File: src/rtl/game_pkg.sv
// Shared definitions for the 1A2B game blocks.
// Contents: scheduler state encoding, winner codes, answer geometry.
package game_pkg;

  localparam int DIGITS = 4;
  localparam int ANS_W  = 16;   // DIGITS x 4-bit BCD

  typedef enum logic [2:0] {
    S_IDLE       = 3'd0,
    S_WAIT_GUESS = 3'd1,
    S_ISSUE      = 3'd2,
    S_WAIT_DP    = 3'd3,
    S_REPORT     = 3'd4,
    S_OVER       = 3'd5
  } sched_state_t;

  localparam logic [1:0] WIN_NONE = 2'b00;
  localparam logic [1:0] WIN_P0   = 2'b01;
  localparam logic [1:0] WIN_P1   = 2'b10;
  localparam logic [1:0] WIN_DRAW = 2'b11;

endpackage

File: src/rtl/rr_arb2.sv
// Two-request round-robin arbiter used by the free-turn build.
// The module only exists when ARB_FREE_TURN_EN is defined, so the default
// build carries no dangling top-level module.
// Ports:
//   req  [1:0] requests, bit 1 = player 1
//   last       player granted most recently
//   gnt  [1:0] one-hot grant (zero when no request)
`ifdef ARB_FREE_TURN_EN
module rr_arb2 (
  input  logic [1:0] req,
  input  logic       last,
  output logic [1:0] gnt
);

  // On a tie the player that was not served last wins.
  always_comb begin
    gnt = req;
    if (req == 2'b11) gnt = last ? 2'b01 : 2'b10;
  end

endmodule
`endif

File: src/rtl/guess_turn_sched.sv
// Two-player turn scheduler for 1A2B: serialises guesses onto the shared
// compare datapath, collects A/B results, counts rounds, declares the outcome.
// Config macro: ARB_FREE_TURN_EN - either player may submit, ties resolved
//   round-robin, round counter advances every second valid guess.
// Ports:
//   clka, reset(async, active low), start
//   p0/p1_req, p0/p1_guess  -> p0/p1_ack
//   dp_load, dp_ans          -> datapath;  dp_valid, dp_Anum/Bnum, dp_input_error <-
//   res_valid, res_player, res_Anum/Bnum, res_error
//   turn, turn_cnt, winner, state
module guess_turn_sched
  import game_pkg::*;
#(
  parameter int MAX_TURNS = 10,
  parameter int TC_W      = 4
) (
  input  logic             clka,
  input  logic             reset,
  input  logic             start,
  input  logic             p0_req,
  input  logic             p1_req,
  input  logic [ANS_W-1:0] p0_guess,
  input  logic [ANS_W-1:0] p1_guess,
  output logic             p0_ack,
  output logic             p1_ack,
  output logic             dp_load,
  output logic [ANS_W-1:0] dp_ans,
  input  logic             dp_valid,
  input  logic [2:0]       dp_Anum,
  input  logic [2:0]       dp_Bnum,
  input  logic             dp_input_error,
  output logic             res_valid,
  output logic             res_player,
  output logic [2:0]       res_Anum,
  output logic [2:0]       res_Bnum,
  output logic             res_error,
  output logic             turn,
  output logic [TC_W-1:0]  turn_cnt,
  output logic [1:0]       winner,
  output logic [2:0]       state
);

  sched_state_t     st, st_d;
  logic             turn_q, turn_d;
  logic [TC_W-1:0]  cnt_q, cnt_d, cnt_inc;
  logic [1:0]       win_q, win_d;
  logic [ANS_W-1:0] ans_q, ans_d;
  logic             ack0_q, ack0_d, ack1_q, ack1_d, load_q, load_d, rv_q, rv_d;
  logic             rp_q, rp_d, re_q, re_d;
  logic [2:0]       ra_q, ra_d, rb_q, rb_d;
  logic             acc, acc_p;

`ifdef ARB_FREE_TURN_EN
  logic       last_q, last_d, half_q, half_d;
  logic [1:0] gnt;

  rr_arb2 u_arb (.req({p1_req, p0_req}), .last(last_q), .gnt(gnt));

  assign acc   = |gnt;
  assign acc_p = gnt[1];
`else
  // Strict alternation: only the player whose turn it is can be accepted.
  assign acc   = turn_q ? p1_req : p0_req;
  assign acc_p = turn_q;
`endif

  assign cnt_inc = cnt_q + TC_W'(1);

  always_comb begin
    st_d   = st;
    turn_d = turn_q;
    cnt_d  = cnt_q;
    win_d  = win_q;
    ans_d  = ans_q;
    ack0_d = 1'b0;
    ack1_d = 1'b0;
    load_d = 1'b0;
    rv_d   = 1'b0;
    rp_d   = rp_q;
    ra_d   = ra_q;
    rb_d   = rb_q;
    re_d   = re_q;
`ifdef ARB_FREE_TURN_EN
    last_d = last_q;
    half_d = half_q;
`endif
    case (st)
      S_IDLE, S_OVER: begin
        if (start) begin
          turn_d = 1'b0;
          cnt_d  = '0;
          win_d  = WIN_NONE;
          st_d   = S_WAIT_GUESS;
`ifdef ARB_FREE_TURN_EN
          last_d = 1'b1;   // p0 wins the first tie of a game
          half_d = 1'b0;
`endif
        end
      end
      S_WAIT_GUESS: begin
        if (acc) begin
          ans_d  = acc_p ? p1_guess : p0_guess;
          ack0_d = ~acc_p;
          ack1_d = acc_p;
          st_d   = S_ISSUE;
`ifdef ARB_FREE_TURN_EN
          turn_d = acc_p;
          last_d = acc_p;
`endif
        end
      end
      S_ISSUE: begin
        load_d = 1'b1;
        st_d   = S_WAIT_DP;
      end
      S_WAIT_DP: begin
        if (dp_valid) begin
          ra_d = dp_Anum;
          rb_d = dp_Bnum;
          re_d = dp_input_error;
          rp_d = turn_q;
          rv_d = 1'b1;
          st_d = S_REPORT;
        end
      end
      S_REPORT: begin
        st_d = S_WAIT_GUESS;
        if (re_q) begin
          // illegal guess: same player retries, nothing advances
        end else if (ra_q == 3'd4) begin
          win_d = turn_q ? WIN_P1 : WIN_P0;
          st_d  = S_OVER;
        end else begin
`ifdef ARB_FREE_TURN_EN
          half_d = ~half_q;
          if (half_q) begin
            cnt_d = cnt_inc;
            if (cnt_inc == TC_W'(MAX_TURNS)) begin
              win_d = WIN_DRAW;
              st_d  = S_OVER;
            end
          end
`else
          if (turn_q) cnt_d = cnt_inc;
          if (turn_q && cnt_inc == TC_W'(MAX_TURNS)) begin
            win_d = WIN_DRAW;
            st_d  = S_OVER;
          end else begin
            turn_d = ~turn_q;
          end
`endif
        end
      end
      default: st_d = S_IDLE;
    endcase
  end

  always_ff @(posedge clka or negedge reset) begin
    if (!reset) begin
      st     <= S_IDLE;
      turn_q <= 1'b0;
      cnt_q  <= '0;
      win_q  <= WIN_NONE;
      ans_q  <= '0;
      ack0_q <= 1'b0;
      ack1_q <= 1'b0;
      load_q <= 1'b0;
      rv_q   <= 1'b0;
      rp_q   <= 1'b0;
      ra_q   <= '0;
      rb_q   <= '0;
      re_q   <= 1'b0;
`ifdef ARB_FREE_TURN_EN
      last_q <= 1'b1;
      half_q <= 1'b0;
`endif
    end else begin
      st     <= st_d;
      turn_q <= turn_d;
      cnt_q  <= cnt_d;
      win_q  <= win_d;
      ans_q  <= ans_d;
      ack0_q <= ack0_d;
      ack1_q <= ack1_d;
      load_q <= load_d;
      rv_q   <= rv_d;
      rp_q   <= rp_d;
      ra_q   <= ra_d;
      rb_q   <= rb_d;
      re_q   <= re_d;
`ifdef ARB_FREE_TURN_EN
      last_q <= last_d;
      half_q <= half_d;
`endif
    end
  end

  assign p0_ack     = ack0_q;
  assign p1_ack     = ack1_q;
  assign dp_load    = load_q;
  assign dp_ans     = ans_q;
  assign res_valid  = rv_q;
  assign res_player = rp_q;
  assign res_Anum   = ra_q;
  assign res_Bnum   = rb_q;
  assign res_error  = re_q;
  assign turn       = turn_q;
  assign turn_cnt   = cnt_q;
  assign winner     = win_q;
  assign state      = st;

endmodule

File: config.mk
export PLATFORM = sky130hd
export DESIGN_NAME = guess_turn_sched
export DESIGN_NICKNAME = d
export VERILOG_FILES = /design/src/rtl/game_pkg.sv /design/src/rtl/rr_arb2.sv /design/src/rtl/guess_turn_sched.sv
export SDC_FILE = /design/constraint.sdc
export NUM_CORES = 1
export LEC_CHECK = 0
export CORE_ASPECT_RATIO = 0.7
export CORE_MARGIN = 2
export CORE_UTILIZATION = 40
export CTS_BUF_LIST = sky130_fd_sc_hd__clkbuf_4 sky130_fd_sc_hd__clkbuf_8
export CTS_CLUSTER_SIZE = 25
export DETAILED_ROUTE_END_ITERATION = 10
export GPL_TIMING_DRIVEN = 0
export MAX_ROUTING_LAYER = met4
export PLACE_DENSITY = 0.79
export SLEW_MARGIN = 25
export SYNTH_ARGS = -nofsm -noshare
export SYNTH_HDL_FRONTEND = slang
export SYNTH_HIERARCHICAL = 1
export SYNTH_SLANG_ARGS = --single-unit
File: constraint.sdc
create_clock -name clka -period 1.5 [get_ports clka]
set_input_delay 0.15 -clock clka [delete_from_list [all_inputs] [get_ports clka]]
set_output_delay 0.15 -clock clka [all_outputs]
set_load 0.1 [all_outputs]
* After elaboration in Yosys (flattened, before gate mapping)
Cells that the tools add are included.
Storage, ports and cells: bits in registers 38, input bits 45, output and inout bits 38
Cells by class: add/subtract/negate cells 1, equality and inequality tests 15, mux-type cells 32, bitwise logic cells 1, reductions and logical operators 10
Operators by type and width (count):
- 3-bit 2-to-1 mux | 6
- 16-bit 2-to-1 mux | 1
- 4-bit 2-to-1 mux | 4
- 3-bit one-hot mux with 5 select lines | 1
- 2-bit != test (second input constant) | 7
- 1-bit 2-to-1 mux | 12
- 2-bit 2-to-1 mux | 5
- 5-bit AND reduction | 2
- 3-bit equality test (second input constant) | 3
- 4-bit one-hot mux with 2 select lines | 1
- 3-bit by 2-bit equality test with 1-bit output (second input constant) | 2
- 4-bit by 1-bit adder with 4-bit output (second input constant) | 1
- 4-bit equality test (second input constant) | 1
- 2-bit one-hot mux with 2 select lines | 1
- 2-bit AND reduction | 2
- 4-bit AND reduction | 1
- 3-bit by 1-bit equality test with 1-bit output (second input constant) | 1
- 3-bit zero test | 1
- 3-bit != test (second input constant) | 1
- 3-bit AND reduction | 1
- 1-bit one-hot mux with 2 select lines | 1
- 2-bit nonzero test | 1
- 2-bit OR reduction | 1
- 1-bit logical AND | 1
- 1-bit NOT | 1

* Longest topological paths before layout
Gate-level depths: netlist (run 1).
depth in word-level cells 7, mapped depth 6, depth with buffers taken out 5

* Worst setup path after synthesis (run 1)
Ideal clock, no wire load.
path type reg2reg, start point reg turn_q (netlist: turn), end point reg ans_q[10] (netlist: dp_ans[10]), library setup time 126 ps, data arrival time 2047 ps, data required time 1374 ps, path slack -673 ps, stages on the path, launching flop included 7, path through dfrtp_1 buf_6 nand2b_4 nand2_1 nand3_2 buf_2 mux2_2
On the way: longest elaborated chain between the ends 2, elaborated cells between the ends (all ways) 3, those cells by class mux (2); reduce/logical (1)
RTL lines:
- from (decl) | RTL line guess_turn_sched.sv:44 | logic turn_q, turn_d;
- from (signal assigned) | RTL line guess_turn_sched.sv:179 | turn_q <= turn_d;
- 1-bit 2-to-1 mux | RTL line guess_turn_sched.sv:63 | assign acc = turn_q ? p1_req : p0_req;
- 2-bit AND reduction (no line)
- to (signal assigned) | RTL line guess_turn_sched.sv:182 | ans_q <= ans_d;
- to (decl) | RTL line guess_turn_sched.sv:47 | logic [ANS_W-1:0] ans_q, ans_d;
Parallel ways exist; a longest one is shown, timed or not. A chain may end at the register's enable or synchronous reset.

* Worst setup path in the final report (run 1)
start point reg st[2] (netlist: state[2]), end point reg cnt_q[0] (netlist: turn_cnt[0])
On the way: longest elaborated chain between the ends 4, elaborated cells between the ends (all ways) 11, those cells by class eq/ne (6); mux (1); reduce/logical (4)
RTL lines:
- from (decl) | RTL line guess_turn_sched.sv:43 | sched_state_t st, st_d;
- from (signal assigned) | RTL line guess_turn_sched.sv:178 | st <= st_d;
- 3-bit equality test or 3-bit zero test (tied branches) | RTL line guess_turn_sched.sv:87 | case (st)
- 2-bit OR reduction | RTL line guess_turn_sched.sv:87
- 2-bit != test (no line) or 2-bit nonzero test (tied branches)
- 5-bit AND reduction (no line)
- to (signal assigned) | RTL line guess_turn_sched.sv:180 | cnt_q <= cnt_d;
- to (decl) | RTL line guess_turn_sched.sv:45 | logic [TC_W-1:0] cnt_q, cnt_d, cnt_inc;
Parallel ways exist; a longest one is shown, timed or not.

==> impl_metrics.env, run 1 <==
export IMPL_status="finished with violations"
export IMPL_violations="negative setup slack"
export IMPL_final_min_clock_period_ns=1.630
export IMPL_ys_warn_count=6
export IMPL_post_route_drc_count=0
export IMPL_clock_sinks=38
export IMPL_rr_worst_depth=5
export IMPL_syn_num_nets=203
export IMPL_cp_max_fo=5
export IMPL_ys_ff_latch=38
export IMPL_fmax_mhz=613.5
export IMPL_critPathLaunchType="register"
export IMPL_r2r_start="state[2]$_DFFE_PN0P_"
export IMPL_hold_violations=0
export IMPL_cts_buffers=5
export IMPL_setup_viol=22
export IMPL_overflow=0
export IMPL_cts_root_buf="clkbuf_8"
export IMPL_drive_above_1_share=0.5444
export IMPL_ff2ff_setup_slack_ns=-0.13
export IMPL_dr_total_vias=1600
export IMPL_design_die_area_sq_um=5490
export IMPL_die_w_microns=87.71
export IMPL_post_drt_via_cell_ratio=4.878
export IMPL_antenna_cells=0
export IMPL_drtAntennaViolNets=0
export IMPL_grt_usage=0.1916
export IMPL_crit_arrival_ns=1.80
export IMPL_cp_cell_sequence="buf_8 -> nand2_4 -> a2111oi_4 -> o22ai_2 -> mux2_4"
export IMPL_maxCapViolations=0
export IMPL_clockBufferDepth=2
export IMPL_fin_skew_ns=0.004903
export IMPL_grt_pass1_vias=1649
export IMPL_rsz0062_at_grt="true"
export IMPL_worst_hold_path_type="in2async"
export IMPL_areaGrowthSynthToFinish_pct=71.62
export IMPL_report_final_slew_viol_count=0
export IMPL_worst_path_max_delay_cell="a2111oi_4"
export IMPL_setup_slack_ns=-0.1301
export IMPL_relSlewSlack=0.6295
export IMPL_routed_wl_mm=4.809
export IMPL_htree_levels=2
export IMPL_seq_area_frac_synth=0.4847
export IMPL_initial_core_util=0.4125
export IMPL_grt_max_degree=21
export IMPL_synth_avg_cell_area_sq_um=12.58
export IMPL_final_common_cell="clkdlybuf4s50_1"
export IMPL_rows=21
export IMPL_num_io_pins=83
export IMPL_port_buffers=82
export IMPL_r2r_end="turn_cnt[0]$_DFFE_PN0P_"
export IMPL_syn_inst=156
export IMPL_endpoint_kind="register"
export IMPL_antenna_found_initial=0
export IMPL_final_nets=305
export IMPL_slowest_delay_ns=0.47
export IMPL_cts_tree="yes"
export IMPL_drtIter0Drc=41
export IMPL_placedCellCount=308
export IMPL_final_cell_mix="42 x clkdlybuf4s50_1, 33 x clkdlybuf4s15_2, 31 x mux2_2"
export IMPL_synth_area_sq_um=1962
export IMPL_critPathKind="reg2reg"
export IMPL_stdcell_count=328
export IMPL_hpwl_mm=3.352
export IMPL_grt_pass1_wl_mm=8.017
export IMPL_drtPass1Iterations=4
export IMPL_routabilityCongestion=0.8243
export IMPL_die_h_microns=62.60
export IMPL_path_clk_slew_ns=0.07
export IMPL_worst_pin_slew_ns=0.5583
export IMPL_nFillCells=338
export IMPL_coreArea_sq_um=4756
export IMPL_avgRoutedWirePerCell_microns=14.66
export IMPL_synth_cell_types=38
export IMPL_worstPathRequired_ns=1.67
export IMPL_insertion_delay_ns=0.28
export IMPL_timing_final_crit_share=1.087
Yosys cell counts:
library cell  count  area share
mux2_2           41        0.24
dfrtp_1          38        0.48
nand2_1          15       0.029
nor2_1            7       0.013
a22o_1            5       0.022
buf_2             3      0.0077
inv_1             3      0.0057
mux2i_1           3       0.015
nor2b_1           3      0.0096
o21ai_0           3      0.0077
a21oi_1           2      0.0051
buf_6             2       0.011
clkbuf_1          2      0.0038
ha_1              2       0.013
nand3_2           2       0.010
nand3b_1          2      0.0077
xnor2_1           2      0.0089
a2111oi_4         1       0.014
a211o_2           1      0.0051
a211oi_2          1      0.0064
a221oi_1          1      0.0045
a22o_2            1      0.0051
a31oi_1           1      0.0032
and2_1            1      0.0032
and2b_2           1      0.0045
and3_1            1      0.0032
and3_2            1      0.0038
and3b_1           1      0.0045
mux2_4            1      0.0077
nand2_4           1      0.0057
nand2b_4          1      0.0070
nor3_1            1      0.0025
nor3b_1           1      0.0038
nor3b_2           1      0.0064
nor4_1            1      0.0032
o21bai_2          1      0.0057
o22ai_2           1      0.0064
o31ai_1           1      0.0038
worst max-delay path by stage:
stage / start / to / slack, ns / cells past startpoint
final: state[2]$_DFFE_PN0P_ / turn_cnt[0]$_DFFE_PN0P_ / -0.13 / 5
after detailed placement: start / turn_cnt[0]$_DFFE_PN0P_ / -0.35 / 5
after floorplan: state[2]$_DFFE_PN0P_ / turn_cnt[0]$_DFFE_PN0P_ / -0.24 / 5
after global placement: reset / state[0]$_DFFE_PN0P_ / -0.92 / 1
after CTS: state[0]$_DFFE_PN0P_ / turn_cnt[0]$_DFFE_PN0P_ / -0.11 / 4
after global routing: state[0]$_DFFE_PN0P_ / turn_cnt[2]$_DFFE_PN0P_ / -0.20 / 4
logic make-up (layout without fill, tap and decap cells):
logic type      count (synthesis)  count (layout)  synth area share
mux                            45              45            0.2583
buf+inv                        10             112           0.02870
xor+xnor                        2               2          0.008930
compound gates                 19              19           0.08929
flops                          38              38            0.4847
fa+ha+maj                       2               2           0.01275
simple gates                   40              41            0.1174
critical path: cells and delay by family (launching register included):
kind,cells,cell delay (ns)
buffers and inverters,1,0.12
multiplexers,1,0.28
flip-flops,1,0.44
AND/OR/NAND/NOR,1,0.06
AO/OA/AOI/OAI,2,0.62
routing by layer:
| layer | up-vias | GRT usage | wire length (microns) |
|---|---|---|---|
| met5 | - | - | 0 |
| met4 | 0 | 0.02885 | 17 |
| met3 | 3 | 0.04756 | 319 |
| met2 | 65 | 0.3021 | 2256 |
| met1 | 768 | 0.2570 | 2215 |
| li1 | 764 | - | - |
area by class of cell:
cell class / instances / area [sq um] / share of cell area
Multi-Input combinational cell: 109 / 1124 / 0.3337
Timing Repair Buffer: 94 / 993.5 / 0.2951
Sequential cell: 38 / 985.9 / 0.2928
Tap cell: 69 / 86.33 / 0.02564
Buffer: 7 / 80.08 / 0.02378
Clock buffer: 6 / 76.32 / 0.02267
Inverter: 3 / 11.26 / 0.003344
Clock inverter: 2 / 10.01 / 0.002973
state kept, by name, summed over array words and instances, names as in the netlist:
| register | flops |
|---|---|
| dp_load | 1 |
| winner | 2 |
| res_valid | 1 |
| res_Anum | 3 |
| dp_ans | 16 |
| p0_ack | 1 |
| res_Bnum | 3 |
| turn_cnt | 4 |
| res_error | 1 |
| p1_ack | 1 |
| turn | 1 |
| res_player | 1 |
| state | 3 |
repair_timing:
item,CTS,global route
hold buffers,1,0
gates resized for setup,137,12
gates cloned,2,0
hold endpoints to repair,19,0
pin swaps,4,4
setup buffers,9,0
endpoints found under the setup margin,69,36
through the flow:
step | utilization | setup TNS, ns | hold WS (ns) | setup WS (ns) | cell area (sq um)
2_1_floorplan | - | -5.293 | -0.1456 | -0.2401 | 2072
3_3_place_gp | 0.6264 | -36.84 | 0.4866 | -0.9221 | 2979
3_5_place_dp | 0.6312 | -9.189 | 0.1537 | -0.3488 | 3002
4_1_cts | 0.7080 | -0.7569 | 0.3959 | -0.1086 | 3367
5_1_grt | 0.7080 | -2.476 | 0.4149 | -0.2022 | 3367
6_report | 0.7080 | -0.8460 | 0.3729 | -0.1301 | 3367
Power of run 1 is not shown: default switching activity piles up to over one toggle a cycle in this logic, so the estimate is an artifact.
==> run 2, diff against run 1 <==
--- a/config.mk
+++ b/config.mk
@@ -17,5 +17,4 @@
 export SLEW_MARGIN = 25
 export SYNTH_ARGS = -nofsm -noshare
 export SYNTH_HDL_FRONTEND = slang
-export SYNTH_HIERARCHICAL = 1
 export SYNTH_SLANG_ARGS = --single-unit
==> results of run 2 <==
Final layout, timing and power as in run 1 (identical DEF).
Among the figures that moved: Yosys warning count 6 -> 0
Power of run 2 is left out for the same reason.
==> run 3, diff against run 2 <==
--- a/config.mk
+++ b/config.mk
@@ -5,13 +5,13 @@
 export SDC_FILE = /design/constraint.sdc
 export NUM_CORES = 1
 export LEC_CHECK = 0
+export ABC_AREA = 1
 export CORE_ASPECT_RATIO = 0.7
 export CORE_MARGIN = 2
-export CORE_UTILIZATION = 40
+export CORE_UTILIZATION = 39
 export CTS_BUF_LIST = sky130_fd_sc_hd__clkbuf_4 sky130_fd_sc_hd__clkbuf_8
 export CTS_CLUSTER_SIZE = 25
 export DETAILED_ROUTE_END_ITERATION = 10
-export GPL_TIMING_DRIVEN = 0
 export MAX_ROUTING_LAYER = met4
 export PLACE_DENSITY = 0.79
 export SLEW_MARGIN = 25
==> run 3 against run 2 <==
  * The run ends with design-rule violations left
  * Clock skew shrank 0.0017 ns
  * Hold slack lost 0.011 ns
  * Global-route usage grew 2.2 points
  * Critical path depth grew 3
  * Via count grew 16%
  * Non-clock buffer count grew 3
  * Count of clock-buffer cells in the layout grew 1
  * Maximum frequency grew 10%
  * Critical endpoint is now turn_cnt[3]$_DFFE_PN0P_
  * Largest cell class is now buffers
==> impl_metrics.env, run 3 <==
export IMPL_report_final_slew_viol_count=0
export IMPL_synth_edf_count=0
export IMPL_synth_cell_types=26
export IMPL_post_route_util=0.7907
export IMPL_insertion_delay_ns=0.28
export IMPL_ff2ff_setup_slack_ns=0.02
export IMPL_fmax_mhz=674.5
export IMPL_grt_usage=0.2131
export IMPL_initial_core_util=0.4121
export IMPL_worstPathRequired_ns=1.70
export IMPL_synth_avg_cell_area_sq_um=8.150
export IMPL_synth_xor_area_frac=0
export IMPL_r2r_end="turn_cnt[3]$_DFFE_PN0P_"
export IMPL_ys_ff_latch=38
export IMPL_avgRoutedWirePerCell_microns=14.56
export IMPL_synth_top_cell_by_area="dfrtp_1"
export IMPL_yosysMostFrequentCell="nand2_1"
export IMPL_synth_common_cells="81 x nand2_1, 38 x dfrtp_1, 27 x nor2_1"
export IMPL_maxCapViolations=0
export IMPL_ys_warn_count=0
export IMPL_endpoint_kind="register"
export IMPL_hold_violations=0
export IMPL_worst_hold_path_type="in2async"
export IMPL_areaGrowthSynthToFinish_pct=91.84
export IMPL_final_cell_mix="77 x nand2_1, 43 x clkdlybuf4s50_1, 39 x buf_12"
export IMPL_cp_max_fo=6
export IMPL_htree_levels=2
export IMPL_syn_num_nets=271
export IMPL_critPathKind="reg2reg"
export IMPL_worst_hold_slack_ns=0.3614
export IMPL_clock_sinks=38
export IMPL_critPathLaunch="state[2]$_DFFE_PN0P_"
export IMPL_synthTopCellsByArea="dfrtp_1 52%, nand2_1 17%, nor2_1 5.6%"
export IMPL_die_h_microns=61.24
export IMPL_drtPass1Iterations=8
export IMPL_synth_ff_type="dfrtp_1"
export IMPL_synthAdderAreaFrac=0.01371
export IMPL_setup_viol=0
export IMPL_worst_pin_slew_ns=0.2841
export IMPL_hpwl_mm=3.796
export IMPL_coreArea_sq_um=4429
export IMPL_routabilityCongestion=0.8480
export IMPL_dpl_instance_area_sq_um=3164
export IMPL_rows=20
export IMPL_violations="design-rule violations"
export IMPL_largest_reg_flops=16
export IMPL_timing_final_crit_share=0.9883
export IMPL_drtIter0Drc=124
export IMPL_r2r_start="state[2]$_DFFE_PN0P_"
export IMPL_final_min_clock_period_ns=1.482
export IMPL_rr_worst_depth=8
export IMPL_cp_endpoint="turn_cnt[3]$_DFFE_PN0P_"
export IMPL_final_common_cell="nand2_1"
export IMPL_clockBufferDepth=2
export IMPL_seq_area_frac_synth=0.5209
export IMPL_path_clk_slew_ns=0.07
export IMPL_rsz0062_at_grt="true"
export IMPL_synth_top_area_share=0.5209
export IMPL_crit_arrival_ns=1.69
export IMPL_fin_area_sq_um=3502
export IMPL_status="finished with violations"
export IMPL_final_nets=376
export IMPL_syn_inst=224
export IMPL_drive_above_1_share=0.3606
export IMPL_synth_simple_gate_area_frac=0.2968
export IMPL_die_w_microns=85.77
export IMPL_num_io_pins=83
export IMPL_grt_max_degree=33
export IMPL_post_drt_via_cell_ratio=4.829
export IMPL_critPathLaunchType="register"
export IMPL_routed_wl_mm=5.604
export IMPL_grt_pass1_vias=1725
export IMPL_grt_pass1_wl_mm=8.252
export IMPL_synth_area_sq_um=1826
export IMPL_design_die_area_sq_um=5253
export IMPL_synth_top_family_by_area="simple AND/OR/NAND/NOR gates"
export IMPL_ys_async_sr_fraction=1.000
export IMPL_antenna_found_initial=0
export IMPL_cts_tree="yes"
export IMPL_antenna_cells=0
export IMPL_cts_buffers=5
export IMPL_overflow=0
export IMPL_synth_mux_area_frac=0
export IMPL_fin_skew_ns=0.003226
export IMPL_synth_compound_area_share=0.1076
export IMPL_drtAntennaViolNets=0
export IMPL_dr_total_vias=1859
export IMPL_cts_root_buf="clkbuf_8"
export IMPL_port_buffers=82
export IMPL_post_route_drc_count=5
export IMPL_relSlewSlack=0.8091
run 3: cell count changes after synthesis, moves of 6 or more:
cell | before | now
inv_1 | 3 | 12
mux2_2 | 41 | 0
nand3_1 | 0 | 6
a31oi_1 | 1 | 15
nor2_1 | 7 | 27
inv_2 | 0 | 6
nand2_1 | 15 | 81
run 3: critical path, stage by stage (launching register included):
cell     delay [ns]
dfrtp_4        0.51
buf_4          0.16
nand2_2        0.09
nor2_4         0.06
o21ai_0        0.07
nand2_1        0.15
nor2_4         0.18
nand2_1        0.09
o21ai_1        0.10
run 3: repair_timing:
action,CTS,global route
cloned,0,2
hold endpoints to repair,38,0
resized for setup,1,25
endpoints found under the setup margin,2,22
setup buffers,0,12
pin swaps,0,10
hold buffers,1,0
run 3: area by class of cell:
cell class                      count  area [sq um]
Inverter                           18         77.57
Clock inverter                      1         5.005
Fill cell                         272         927.1
Sequential cell                    38         983.4
Timing Repair Buffer              104          1411
Multi-Input combinational cell    162         865.8
Tap cell                           55         68.82
Clock buffer                        7         90.09
run 3: worst min path at each step:
stage / start / endpoint / slack, ns / depth (start not counted)
finish: reset / res_Anum[0]$_DFFE_PN0P_ / 0.36 / 3
global route: dp_Bnum[0] / res_Bnum[0]$_DFFE_PN0P_ / 0.39 / 3
CTS: reset / res_Anum[0]$_DFFE_PN0P_ / 0.37 / 3
detailed placement: reset / res_Anum[0]$_DFFE_PN0P_ / 0.15 / 2
global placement: reset / res_Anum[0]$_DFFE_PN0P_ / 0.14 / 2
floorplan: reset / dp_ans[0]$_DFFE_PN0P_ / -0.15 / 0
run 3: cells by family (layout without fill, tap and decap cells):
family | Yosys count | after routing
compound gates | 32 | 32
fa+ha+maj | 2 | 2
buf+inv | 24 | 130
flops | 38 | 38
simple gates | 128 | 128
run 3: through the flow:
step	setup WS [ns]	instances	setup TNS, ns
2_1_floorplan	-0.05292	224	-0.6306
3_3_place_gp	0.07507	362	0
3_5_place_dp	0.003210	362	0
4_1_cts	0.02656	371	0
5_1_grt	-0.08416	385	-0.6399
6_report	0.01750	385	0
run 3: layer usage:
layer | vias to the layer above | routed length (microns) | GRT usage | share of wire
met5 | - | 0 | - | 0
met4 | 0 | 42 | 0.05215 | 0.0075
met3 | 6 | 406 | 0.06971 | 0.072
met2 | 66 | 2594 | 0.3181 | 0.46
met1 | 859 | 2560 | 0.2847 | 0.46
li1 | 928 | - | - | -
Power of run 3 is left out for the same reason.
